==> src/rtl/moore_110_pkg.sv <==
// Shared types and state codes for the "110" Moore detector.
// All four 2-bit codes are legal states; no unused encodings.
package moore_110_pkg;

  typedef logic [1:0] state_t;

  localparam state_t S_IDLE = 2'b00;
  localparam state_t S_1    = 2'b01;
  localparam state_t S_11   = 2'b10;
  localparam state_t S_110  = 2'b11;

  function automatic logic is_hit(
    input state_t s
  );
    return (s == S_110);
  endfunction

endpackage

==> src/rtl/moore_110_overlap.sv <==
// Moore serial detector for "110" with overlap; z high in S_110.
// Ports: clk, rst (async high), x (serial in), z (detect flag).
module moore_110_overlap
  import moore_110_pkg::*;
(
  input  logic clk,
  input  logic rst,
  input  logic x,
  output logic z
);

  state_t state;
  state_t state_nx;

  always_ff @(posedge clk or posedge rst) begin
    if (rst) begin
      state <= S_IDLE;
    end else begin
      state <= state_nx;
    end
  end

  // A run of 1s parks in S_11; the trailing 0
  // of a hit cannot start a new match.
  always_comb begin
    state_nx = S_IDLE;
    unique case (state)
      S_IDLE: state_nx = x ? S_1  : S_IDLE;
      S_1:    state_nx = x ? S_11 : S_IDLE;
      S_11:   state_nx = x ? S_11 : S_110;
      S_110:  state_nx = x ? S_1  : S_IDLE;
      default: state_nx = S_IDLE;
    endcase
  end

  // Decoded from the register only: no x-to-z path.
  always_comb begin
    z = is_hit(state);
  end

endmodule

==> config.mk <==
export PLATFORM = sky130hd
export DESIGN_NAME = moore_110_overlap
export DESIGN_NICKNAME = d
export VERILOG_FILES = /design/src/rtl/moore_110_pkg.sv /design/src/rtl/moore_110_overlap.sv
export SDC_FILE = /design/constraint.sdc
export NUM_CORES = 1
export LEC_CHECK = 0
export CORE_AREA = 8 8 45 47
export CTS_CLUSTER_DIAMETER = 30
export DETAILED_ROUTE_END_ITERATION = 8
export DIE_AREA = 0 0 53 55
export GPL_ROUTABILITY_DRIVEN = 0
export GPL_TIMING_DRIVEN = 0
export PLACE_DENSITY = 0.3
export SETUP_SLACK_MARGIN = 0.4
export SYNTH_ARGS = -nofsm -noshare
export SYNTH_HDL_FRONTEND = slang
export SYNTH_SLANG_ARGS = --single-unit
==> constraint.sdc <==
create_clock -name clk -period 2.8 [get_ports clk]
set_clock_uncertainty 0.15 [all_clocks]
set_input_delay 0.56 -clock clk [delete_from_list [all_inputs] [get_ports clk]]
set_output_delay 0.56 -clock clk [all_outputs]
set_load 0.02 [all_outputs]
==> reports/summary.txt <==
==========================================================================================
Result of the run                                                                completed
Number of fillers in the final layout                                                  157
Register with the highest flop count                                                 state
Slowest cell delay on critical path                                                 530 ps
Routed Antenna Nets                                                                      0
Number of instances in the synthesized netlist                                          10
Top area cells in the synthesized netlist                                     dfrtp_1 (39%), ha_1 (29%), mux2_4 (23%)
Layout Cell Area excl Fill                                                        201 um^2
Later-pin clock latency in the skew report                                          220 ps
Final non-filler cell total                                                             32
Post-synthesis register bit count                                                        2
Avg Cell Area, Syn                                                               12.9 um^2
Async set or reset register ratio after synthesis                                     1.00
Leading register cell type out of synthesis                                        dfrtp_1
Number of hold violations in the final report                                            0
Number of iterations in the first detailed-routing pass                                  2
Drt first-iter violations                                                                2
Achievable frequency                                                             0.484 GHz
Part of the total power dissipated in combinational logic                            0.372
First-pass GRT wire length                                                          476 um
Class of the tightest hold or removal check                                    in -> async
Number of remaining DRC errors                                                           0
Sequence of cells on the critical path                                        ha_1 > clkdlybuf4s50_1
Number of buffer and inverter stages on the critical path                                1
Cell internal power dissipation                                                     134 uW
List of most frequent post-synthesis cells                                    ha_1 (3), inv_1 (3), dfrtp_1 (2), mux2_4 (2)
Tmin final                                                                         2060 ps
Number of buffers on the longest clock path                                              2
Flop-to-flop setup slack                                                           1570 ps
Synth Cell Area                                                                   129 um^2
Required time of the critical path                                                 2090 ps
Post-synthesis share of cell area spent on and, or, nand and nor gates                   0
Multi-input gate area                                                            67.6 um^2
Switching share of power                                                             0.282
Pleak                                                                             0.102 nW
Share of synthesized cell area in full adder, half adder and majority cells          0.291
Synth Warn #                                                                             0
Total power divided by cell area                                               926 nW/um^2
Detailed-route vias per instance                                                      2.78
I/O pin count                                                                            4
Clk slew on worst S/H paths                                                          30 ps
Kind of cell adding the most delay to the critical path                       buffers and inverters
Number of flops mapped to enable cells by yosys                                          0
Rows                                                                                    14
Maximum number of pins on one net before global-route repair                             4
Count of final max-slew check failures                                                   0
Post-DR wirelength/cell                                                            7.94 um
Clock network power share                                                            0.339
Final HPWL from detailed placement                                                  196 um
Sequential cell area in the final layout                                         50.0 um^2
Sequential fraction of the synthesis area                                            0.388
Fraction of the mapped netlist area in compound gates                                    0
Floorplan core area                                                              1380 um^2
Total negative setup slack                                                            0 ps
Finish-stage setup viols                                                                 0
Pin slew with the least headroom to its limit                                       217 ps
Critical R2R Capture                                                              state[0]
Full die area                                                                    2920 um^2
Type of the worst setup path                                                    reg -> out
Portion of synthesized cell area occupied by the leading cell type                   0.388
Number of vias in the routed layout                                                     89
Stages on the worst setup path                                                           2
Registers with the highest flip-flop counts                                      state (2)
Combinational family with the most area after synthesis                        adder cells
Number of clock sinks seen by CTS                                                        2
Clock root buffer master                                                          clkbuf_4
Number of placed cells counting well taps                                               29
Highest-delay cell along the critical path                                    clkdlybuf4s50_1
Critical path fanouts, max                                                               3
Total cell area at the placement stage                                            179 um^2
Number of global-route vias before repair                                              112
Proportion of synthesized area in mux cells                                          0.233
Headroom to the max-slew limit                                                       0.855
Starting density of the core                                                        0.0931
Startpoint of the worst register-to-register path                                 state[0]
Number of antenna violations at the first check in global routing                        0
Startpoint kind of the worst setup timing path                                    register
Xor/xnor share of the synthesized area                                                   0
Total Wirelength                                                                    254 um
Width of the die                                                                     53 um
Number of buffers inserted for hold repair after clock tree synthesis                    0
Distinct cell type count after synthesis                                                 4
Sequential cell fraction of total power                                              0.289
CTS tree                                                                             built
Number of diodes                                                                         0
Synth area leader                                                                  dfrtp_1
Level count of the clock H-tree                                                          1
Aggregate global routing overflow                                                        0
Tcrit/Tclk final                                                                     0.737
Total CTS buffers                                                                        3
Number of flip-flops under the largest register name                                     2
Total power of the final layout                                                     186 uW
Layout cell share with drive strength beyond 1                                       0.313
Setup repair after global routing missed its margin                                  false
Net switching power figure                                                         52.6 uW
Post-CTS setup repair buffer count                                                       0
Global router's overall resource usage                                              0.0322
Maximum VDD drop                                                                    137 uV
R2R cell count                                                                           3
Total nets after synthesis                                                              16
Area growth syn-to-layout                                                            56.3%
Resized Gates After CTS                                                                  0
Crit path DAT                                                                      1350 ps
Core occupancy in the finished layout                                                0.146
Crit. End Element                                                              output port
Count of buffers inserted at the top-level ports                                         3
Total of max-cap violations                                                              0
Vert. Die Dim                                                                        55 um
Number of nets in the finished design                                                   24
==========================================================================================
per-stage QoR:
stage / setup slack (ps) / hold WS (ps)
after floorplan: 1450 / 151
after global placement: 978 / 496
after detailed placement: 960 / 516
after CTS: 715 / 338
after global routing: 672 / 360
final: 735 / 341
layout make-up:
type,instances,share of cell area
multi-input combinational,5,0.335
sequential,2,0.248
timing repair buffer,3,0.149
clock buffer,3,0.112
tap,16,0.0994
inverter,3,0.0559
kinds of logic (layout without fill, tap and decap cells):
group,Yosys count,in the layout
buffers and inverters,3,9
multiplexers,2,2
flip-flops,2,2
adder cells (fa/ha/maj),3,3
power by group through the flow:
stage | combinational (mW) | clock [mW] | sequential, mW
6_report | 0.0694 | 0.0632 | 0.0538
5_1_grt | 0.0774 | 0.0755 | 0.0577
2_1_floorplan | 0.0548 | 0 | 0.0507
3_3_place_gp | 0.0665 | 0 | 0.0533
3_5_place_dp | 0.0709 | 0 | 0.0546
4_1_cts | 0.0710 | 0.0684 | 0.0543
how the worst max path moves through the flow:
stage	end	startpoint	slack (ps)
2_1_floorplan	z	state[0]	1450
3_3_place_gp	z	state[0]	980
3_5_place_dp	z	state[0]	960
4_1_cts	z	state[0]	720
5_1_grt	z	state[0]	670
6_report	z	state[0]	740
per-layer routing:
layer / GRT usage / up-vias / routed length, um
met3: 0.0401 / 2 / 60
li1: - / 43 / -
met2: 0.0293 / 4 / 100
met1: 0.0167 / 40 / 84
met5: 0 / - / 0
met4: 0.0776 / 0 / 9
placed cells by master, fill, tap and decap left out:
cell | netlist | final
inv_1 | 3 | 3
dfrtp_1 | 2 | 2
mux2_4 | 2 | 2
ha_1 | 3 | 3
clkdlybuf4s50_1 | 0 | 3
clkbuf_4 | 0 | 3
(Power assumes the default switching activity.)
